==> config.mk <==
export PLATFORM = sky130hd
export DESIGN_NAME = riscv_boot_ctrl
export DESIGN_NICKNAME = d
export VERILOG_FILES = /design/src/rtl/riscv_boot_pkg.sv /design/src/rtl/riscv_run_timer.sv /design/src/rtl/riscv_boot_ctrl.sv
export SDC_FILE = /design/constraint.sdc
export NUM_CORES = 1
export LEC_CHECK = 0
export BUFFER_PORTS_ARGS = -buffer_cell sky130_fd_sc_hd__buf_2
export CAP_MARGIN = 20
export CORE_MARGIN = 2
export CORE_UTILIZATION = 45
export CTS_CLUSTER_SIZE = 20
export DETAILED_ROUTE_END_ITERATION = 7
export HOLD_SLACK_MARGIN = 0.12
export PLACE_DENSITY_LB_ADDON = 0.12
export SLEW_MARGIN = 20
export SYNTH_ARGS = -nofsm -noshare
export SYNTH_HDL_FRONTEND = slang
export SYNTH_SLANG_ARGS = --single-unit
==> constraint.sdc <==
create_clock -name CLK -period 3.85 [get_ports CLK]
set_clock_uncertainty 0.05 [all_clocks]
set_input_delay 0.9625 -clock CLK [delete_from_list [all_inputs] [get_ports CLK]]
set_output_delay 0.9625 -clock CLK [all_outputs]
set_load 0.03 [all_outputs]
==> src/rtl/riscv_boot_pkg.sv <==
// Shared state encoding and default sizing for the RV32I boot controller.
package riscv_boot_pkg;

    localparam int unsigned STATE_W        = 2;
    localparam int unsigned DEF_DATA_WIDTH = 32;
    localparam int unsigned DEF_ADDR_WIDTH = 10;
    localparam int unsigned DEF_MAX_CYCLES = 1100;
    localparam int unsigned DEF_CNT_WIDTH  = 32;

    typedef enum logic [STATE_W-1:0] {
        ST_LOAD  = 2'd0,
        ST_FLUSH = 2'd1,
        ST_RUN   = 2'd2,
        ST_DONE  = 2'd3
    } boot_state_e;

endpackage

==> src/rtl/riscv_run_timer.sv <==
// Run-cycle counter with terminal compare; counts only while the run continues.
module riscv_run_timer
    import riscv_boot_pkg::*;
#(
    parameter int unsigned MAX_CYCLES = DEF_MAX_CYCLES,
    parameter int unsigned CNT_WIDTH  = DEF_CNT_WIDTH
) (
    input  logic                 i_clk,
    input  logic                 i_rst_n,
    input  logic                 i_active,
    input  logic                 i_hold,
    input  logic                 i_clear,
    output logic [CNT_WIDTH-1:0] o_cnt,
    output logic                 o_expire
);

    localparam logic [CNT_WIDTH-1:0] LP_TERM = CNT_WIDTH'(MAX_CYCLES - 1);

    logic [CNT_WIDTH-1:0] r_cnt;
    logic                 w_expire;

    assign w_expire = i_active && (r_cnt == LP_TERM);

    // The terminating cycle does not advance the count, so DONE shows the exit value.
    always_ff @(posedge i_clk or negedge i_rst_n) begin
        if (!i_rst_n) begin
            r_cnt <= '0;
        end else if (i_clear) begin
            r_cnt <= '0;
        end else if (i_active && !i_hold && !w_expire) begin
            r_cnt <= r_cnt + CNT_WIDTH'(1);
        end
    end

    assign o_cnt    = r_cnt;
    assign o_expire = w_expire;

endmodule

==> src/rtl/riscv_boot_ctrl.sv <==
// Boot sequencer: loads IMEM over valid/ready, releases the core, times the run.
// Optional feature macro: RISCV_BOOT_CHECKSUM_EN (load-data checksum accumulator).
module riscv_boot_ctrl
    import riscv_boot_pkg::*;
#(
    parameter int unsigned DATA_WIDTH = DEF_DATA_WIDTH,
    parameter int unsigned ADDR_WIDTH = DEF_ADDR_WIDTH,
    parameter int unsigned MAX_CYCLES = DEF_MAX_CYCLES,
    parameter int unsigned CNT_WIDTH  = DEF_CNT_WIDTH
) (
    input  logic                  CLK,
    input  logic                  RESET,
    input  logic                  ld_valid,
    input  logic [DATA_WIDTH-1:0] ld_data,
    input  logic                  ld_last,
    output logic                  ld_ready,
    output logic                  imem_we,
    output logic [ADDR_WIDTH-1:0] imem_addr,
    output logic [DATA_WIDTH-1:0] imem_wdata,
    output logic                  core_rst_n,
    input  logic                  core_halt,
    input  logic                  restart,
    output logic [STATE_W-1:0]    state,
    output logic [CNT_WIDTH-1:0]  cycle_cnt,
    output logic                  done,
    output logic                  timeout,
    output logic                  overflow,
    output logic [31:0]           ld_checksum
);

    boot_state_e           r_state;
    boot_state_e           w_next_state;
    logic [ADDR_WIDTH-1:0] r_wptr;
    logic                  r_ld_ready;
    logic                  r_imem_we;
    logic [ADDR_WIDTH-1:0] r_imem_addr;
    logic [DATA_WIDTH-1:0] r_imem_wdata;
    logic                  r_core_rst_n;
    logic                  r_done;
    logic                  r_timeout;
    logic                  r_overflow;
    logic                  w_accept;
    logic                  w_ptr_end;
    logic                  w_load_end;
    logic                  w_restart;
    logic                  w_expire;

    assign w_accept   = (r_state == ST_LOAD) && ld_valid && r_ld_ready;
    assign w_ptr_end  = (r_wptr == '1);
    assign w_load_end = w_accept && (ld_last || w_ptr_end);
    assign w_restart  = (r_state == ST_DONE) && restart;

    always_comb begin
        w_next_state = r_state;
        case (r_state)
            ST_LOAD:  if (w_load_end) w_next_state = ST_FLUSH;
            ST_FLUSH: w_next_state = ST_RUN;
            ST_RUN:   if (core_halt || w_expire) w_next_state = ST_DONE;
            ST_DONE:  if (restart) w_next_state = ST_LOAD;
            default:  w_next_state = ST_LOAD;
        endcase
    end

    always_ff @(posedge CLK or negedge RESET) begin
        if (!RESET) begin
            r_state <= ST_LOAD;
        end else begin
            r_state <= w_next_state;
        end
    end

    always_ff @(posedge CLK or negedge RESET) begin
        if (!RESET) begin
            r_wptr       <= '0;
            r_ld_ready   <= 1'b0;
            r_imem_we    <= 1'b0;
            r_imem_addr  <= '0;
            r_imem_wdata <= '0;
            r_core_rst_n <= 1'b0;
            r_done       <= 1'b0;
            r_timeout    <= 1'b0;
            r_overflow   <= 1'b0;
        end else begin
            // Ready needs a full cycle in LOAD, so after reset or restart it rises one clock later.
            r_ld_ready   <= (r_state == ST_LOAD) && (w_next_state == ST_LOAD);
            r_core_rst_n <= (w_next_state == ST_RUN) || (w_next_state == ST_DONE);
            r_imem_we    <= w_accept;
            if (w_accept) begin
                r_imem_addr  <= r_wptr;
                r_imem_wdata <= ld_data;
                if (!w_ptr_end) r_wptr <= r_wptr + ADDR_WIDTH'(1);
                if (w_ptr_end && !ld_last) r_overflow <= 1'b1;
            end
            if ((r_state == ST_RUN) && (w_next_state == ST_DONE)) begin
                r_done    <= 1'b1;
                r_timeout <= w_expire && !core_halt;
            end
            if (w_restart) begin
                r_wptr       <= '0;
                r_imem_addr  <= '0;
                r_imem_wdata <= '0;
                r_done       <= 1'b0;
                r_timeout    <= 1'b0;
                r_overflow   <= 1'b0;
            end
        end
    end

    riscv_run_timer #(
        .MAX_CYCLES (MAX_CYCLES),
        .CNT_WIDTH  (CNT_WIDTH)
    ) u_timer (
        .i_clk    (CLK),
        .i_rst_n  (RESET),
        .i_active (r_state == ST_RUN),
        .i_hold   (core_halt),
        .i_clear  (w_restart),
        .o_cnt    (cycle_cnt),
        .o_expire (w_expire)
    );

`ifdef RISCV_BOOT_CHECKSUM_EN
    logic [31:0] r_checksum;

    always_ff @(posedge CLK or negedge RESET) begin
        if (!RESET) begin
            r_checksum <= '0;
        end else if (w_restart) begin
            r_checksum <= '0;
        end else if (w_accept) begin
            r_checksum <= r_checksum + 32'(ld_data);
        end
    end

    assign ld_checksum = r_checksum;
`else
    assign ld_checksum = '0;
`endif

    assign state      = r_state;
    assign ld_ready   = r_ld_ready;
    assign imem_we    = r_imem_we;
    assign imem_addr  = r_imem_addr;
    assign imem_wdata = r_imem_wdata;
    assign core_rst_n = r_core_rst_n;
    assign done       = r_done;
    assign timeout    = r_timeout;
    assign overflow   = r_overflow;

endmodule

### Yosys cells after proc, flatten, opt, wreduce, memory -nomap -nowiden

Cells that the tools add are included.

| cells by class | value |
|---|---|
| $add $sub $neg | 2 |
| mux-type cells | 20 |
| equality and inequality tests | 8 |
| reduce and logical (&&, ||, !) cells | 25 |

Operator list:

| cell | number |
|---|---|
| two-way mux 32 bit | 4 |
| two-way mux 10 bit | 5 |
| adder 32 x 1 -> 32 bit (second input constant) | 1 |
| equality test 32 x 11 -> 1 bit (second input constant) | 1 |
| logical AND 1 bit | 11 |
| adder 10 x 1 -> 10 bit (second input constant) | 1 |
| equality test 10 bit (second input constant) | 1 |
| equality test 2 bit (second input constant) | 4 |
| one-hot mux 2 bit (4 select lines) | 1 |
| nonzero test 2 bit | 4 |
| two-way mux 1 bit | 7 |
| two-way mux 2 bit | 3 |
| logical NOT 2 bit | 2 |
| AND reduction 2 bit | 2 |
| logical NOT 1 bit | 3 |
| logical OR 1 bit | 3 |
| equality test 2 x 1 -> 1 bit (second input constant) | 1 |
| != test 2 x 1 -> 1 bit (second input constant) | 1 |

| word-level totals | value |
|---|---|
| word-level logic and storage cells | 66 |
| flip-flop bits (word level) | 92 |
| input port bits | 38 |

### Longest topological paths before layout

| logic depth | value |
|---|---|
| depth in word-level cells | 10 |
| depth in mapped cells | 7 |

### Modules after synthesis

A second synthesis with hierarchy kept.

| second synthesis, totals | value |
|---|---|
| cells, all modules | 431 |
| area, all modules | 4388.0 um^2 |

By module, submodules not included:

| module | instances | area each (um^2) | cells an instance |
|---|---|---|---|
| riscv_boot_ctrl | 1 | 2665.1 | 253 |
| riscv_run_timer | 1 | 1722.9 | 178 |

### Worst setup path after synthesis

OpenSTA, ideal clock, no wires.

| timing | value |
|---|---|
| path type | input to register |
| from | input core_halt |
| to | register u_timer.r_cnt[29] (netlist: u_timer.o_cnt[29]) |
| setup time | 0.066 ns |
| arrival time | 2.097 ns |
| buffers on the path | 1 |
| data required time | 3.734 ns |
| stages on the path | 6 |
| setup slack | 1.637 ns |
| path through | nor3b_4 > and3_1 > buf_4 > nand3_4 > or4_1 > nand2_1 |

| on the way | value |
|---|---|
| longest elaborated chain between the ends | 4 |

Ends and longest elaborated chain:

| element | RTL line | source |
|---|---|---|
| start, declared | riscv_boot_ctrl.sv:21 | `input logic core_halt,` |
| logical NOT 1 bit | riscv_run_timer.sv:30 | `end else if (i_active && !i_hold && !w_expire) begin` |
| logical AND 1 bit (2 in series) | riscv_run_timer.sv:30 |  |
| nonzero test 2 bit (no source line) | -- |  |
| end signal, assigned | riscv_run_timer.sv:31 | `r_cnt <= r_cnt + CNT_WIDTH'(1);` |
| end, declared | riscv_run_timer.sv:19 | `logic [CNT_WIDTH-1:0] r_cnt;` |

No other way between the ends.
A chain may end at the register's enable or synchronous reset.

### Final worst setup path

| timing | value |
|---|---|
| from | register u_timer.r_cnt[0] (netlist: u_timer.o_cnt[0]) |
| to | register u_timer.r_cnt[1] (netlist: u_timer.o_cnt[1]) |

| on the way | value |
|---|---|
| longest elaborated chain between the ends | 5 |
| elaborated cells between the ends (all ways) | 8 |

Ends and longest elaborated chain:

| element |
|---|
| parallel branches: the longest is 5 deep, another holds adder 32 x 1 -> 32 bit |

Several ways; the timed one is not identified. The select of a mux whose other input is x is not followed.

==> flow_metrics.py <==
metrics = {
    "placed_design": {
        "globalplace.congestion": 0.812,
        "io_buffers": 119,
        "dp_hpwl_um": 7280,
        "pre_cts_slack_ps": 1110,
    },
    "grt": {
        "grt_antenna_before_repair": 0,
        "grt_remaining_overflow": 0,
        "grt_max_degree": 41,
        "grt_pass1_vias": 3255,
        "grt_use_total": 0.197,
        "grt_pass1_wl_um": 16500,
    },
    "floorplanning": {
        "num_io_pins": 152,
        "start_util": 0.457,
        "die_y_um": 103,
        "core_area_um2": 9680,
        "dieArea_um2": 10700,
        "rows": 36,
        "die_x_um": 103,
    },
    "detailed_routing": {
        "route.detailed.drc": 0,
        "drt_iter0_markers": 111,
        "ant_nets": 0,
        "drt-pass1-iter-count": 5,
        "wire_per_inst_um": 15.1,
        "routed_wl_um": 10400,
        "via_per_inst": 5.16,
        "dr_total_vias": 3552,
    },
    "timing": {
        "relSlewSlack": 0.509,
        "min_period_ps": 2440,
        "hold_viol": 0,
        "setup_viol": 0,
        "finalMaxSlewViolations": 0,
        "maxClockFrequency_mhz": 410,
        "final.setup.tns_ps": 0,
        "period_share": 0.634,
        "worst_slack_ps": 1410,
        "worst_pin_slew_ps": 735,
        "rsz0062_at_grt": "false",
    },
    "synthesis": {
        "synthSimpleGateAreaFrac": 0.220,
        "yosys.cell_count.top_type": "dfrtp_1",
        "ys_warn_count": 0,
        "synth_area_leaders": "dfrtp_1, buf_4, nand2_1",
        "synth_edf_count": 0,
        "synth_area_um2": 4430,
        "avgSynthCellArea_um2": 10.1,
        "ys_ff_latch": 92,
        "synthFlopType": "dfrtp_1",
        "ys_async_sr_fraction": 1.00,
        "synth_mux_area_frac": 0.00904,
        "synth_top_area_frac": 0.520,
        "synth_cells": 439,
        "synth.distinct_cells": 49,
        "synth_xor_area_frac": 0.0514,
        "ys_seq_area_frac": 0.520,
        "yosys.area.top_type": "dfrtp_1",
        "synthAdderAreaFrac": 0.00565,
        "synth-compound-area-share": 0.112,
        "synth_top_family_by_area": "simple AND/OR/NAND/NOR gates",
        "synthTopCellsByCount": "dfrtp_1, nand2_1, nor2_1, buf_4, a21oi_1",
    },
    "setup_path": {
        "cp-start-kind": "flip-flop",
        "crit_type": "flip-flop to flip-flop",
        "worstPathRequired_ps": 4010,
        "worstPathArrival_ps": 2600,
        "endpoint": "u_timer.o_cnt[1]$_DFFE_PN0P_",
        "cp_max_fo": 17,
        "crit_path_start": "u_timer.o_cnt[0]$_DFFE_PN0P_",
        "r2r-start": "u_timer.o_cnt[0]$_DFFE_PN0P_",
        "worstReg2RegEnd": "u_timer.o_cnt[1]$_DFFE_PN0P_",
        "end_kind": "flip-flop",
        "rrSetupSlack_ps": 1410,
        "rr_worst_depth": 6,
    },
    "clocking": {
        "cts_resized": 0,
        "cts_hold_buf": 0,
        "post_cts_buffers": 0,
        "insertion_delay_ps": 360,
        "clock_sinks": 92,
        "cts_root_buf": "clkbuf_8",
        "cts_max_level": 3,
        "cts_buffer_depth": 2,
        "cts_tree": "done",
        "path_clk_slew_ps": 90,
        "numCtsBuffers": 9,
    },
    "cells_and_area": {
        "drive_gt1_frac": 0.277,
        "fillers": 915,
        "synthToLayoutAreaGrowth_pct": 17.8,
        "diodes": 0,
        "final_nets": 591,
    },
    "pwr": {
        "power_density_nw_per_um2": 525,
        "p_leak_uw": 0.00274,
        "peakVddDrop_v": 0.000213,
    },
    "run_status": {
        "status": "completed",
    },
    "job": {
        "max-cap-violations": 0,
    },
    "min_path": {
        "hp-class": "flip-flop to flip-flop",
    },
}
-- registers in the layout, summed over array words and instances (netlist names) --
name / flops
core_rst_n: 1
done: 1
imem_addr: 10
imem_wdata: 32
imem_we: 1
ld_ready: 1
overflow: 1
r_wptr: 10
state: 2
timeout: 1
u_timer.o_cnt: 32
-- area by class of cell --
cell class	instances	area, µm²	share of cell area
clock buffer	13	169	0.0324
clock inverter	3	43.8	0.00840
inverter	4	15.0	0.00288
multi-input combinational	320	1880	0.361
sequential	92	2300	0.441
tap	133	166	0.0319
timing repair buffer	124	636	0.122
-- through the flow --
| stage | cell area, µm² | cells | hold WS (ps) | power, µW | utilization |
|---|---|---|---|---|---|
| floorplan | 4550 | 470 | 459 | 1840 | - |
| global placement | 5000 | 673 | 428 | 2060 | 0.517 |
| detailed placement | 5000 | 673 | 426 | 2080 | 0.517 |
| CTS | 5220 | 689 | 455 | 2770 | 0.539 |
| global route | 5220 | 689 | 467 | 2900 | 0.539 |
| finish | 5220 | 689 | 452 | 2740 | 0.539 |
-- cell families (layout without fill, tap and decap cells) --
logic type | count (synthesis) | after routing
simple gates | 184 | 184
xor+xnor | 26 | 26
flops | 92 | 92
fa+ha+maj | 2 | 2
mux | 4 | 4
compound gates | 72 | 72
other cells | 1 | 32
buf+inv | 58 | 144
-- worst max-delay path, stage by stage (launching register included) --
cell and delay [ps]:
dfrtp_1 470, ha_1 250, nor4bb_1 290, nand4_1 260
o21ai_2 650, mux2i_1 260, nor2_1 60
-- per-layer routing --
metal,track usage,vias up,share of wire
li1,-,1700,-
met1,0.290,1742,0.47
met2,0.300,98,0.47
met3,0.0282,12,0.046
met4,0.0719,0,0.016
met5,0,-,0
-- placed cells by master (no fill, tap or decap), types with 3 or more instances in the layout --
cell / instances
a21oi_1: 29
nand2_1: 66
nor3_4: 3
mux2i_1: 4
inv_1: 3
xor2_1: 24
nor2_1: 39
nand4_1: 14
nor3_1: 3
buf_4: 6
or4_1: 6
dfrtp_1: 92
nand3_1: 16
o31ai_1: 4
nand2b_1: 3
buf_2: 118
o21ai_0: 5
o211ai_1: 7
and3_1: 7
and4_1: 6
conb_1: 32
nor4_1: 4
clkbuf_8: 12
a22o_1: 19
-- power breakdown --
part           internal (µW)  switching [µW]  leakage (µW)
registers               1100             122       0.00126
logic                    226             600       0.00137
clock network            354             336      0.000110
total                   1680            1060       0.00274
-- how the worst min path moves through the flow --
stage | from | end | slack [ps] | depth (start not counted)
finish | imem_wdata[0]$_DFFE_PN0P_ | imem_wdata[0]$_DFFE_PN0P_ | 450 | 1
global route | imem_wdata[3]$_DFFE_PN0P_ | imem_wdata[3]$_DFFE_PN0P_ | 470 | 1
CTS | imem_wdata[28]$_DFFE_PN0P_ | imem_wdata[28]$_DFFE_PN0P_ | 460 | 1
detailed placement | imem_addr[7]$_DFFE_PN0P_ | imem_addr[7]$_DFFE_PN0P_ | 430 | 1
global placement | imem_addr[7]$_DFFE_PN0P_ | imem_addr[7]$_DFFE_PN0P_ | 430 | 1
floorplan | r_wptr[7]$_DFFE_PN0P_ | imem_addr[7]$_DFFE_PN0P_ | 460 | 1
No activity file was read; power rests on OpenSTA's default activity.
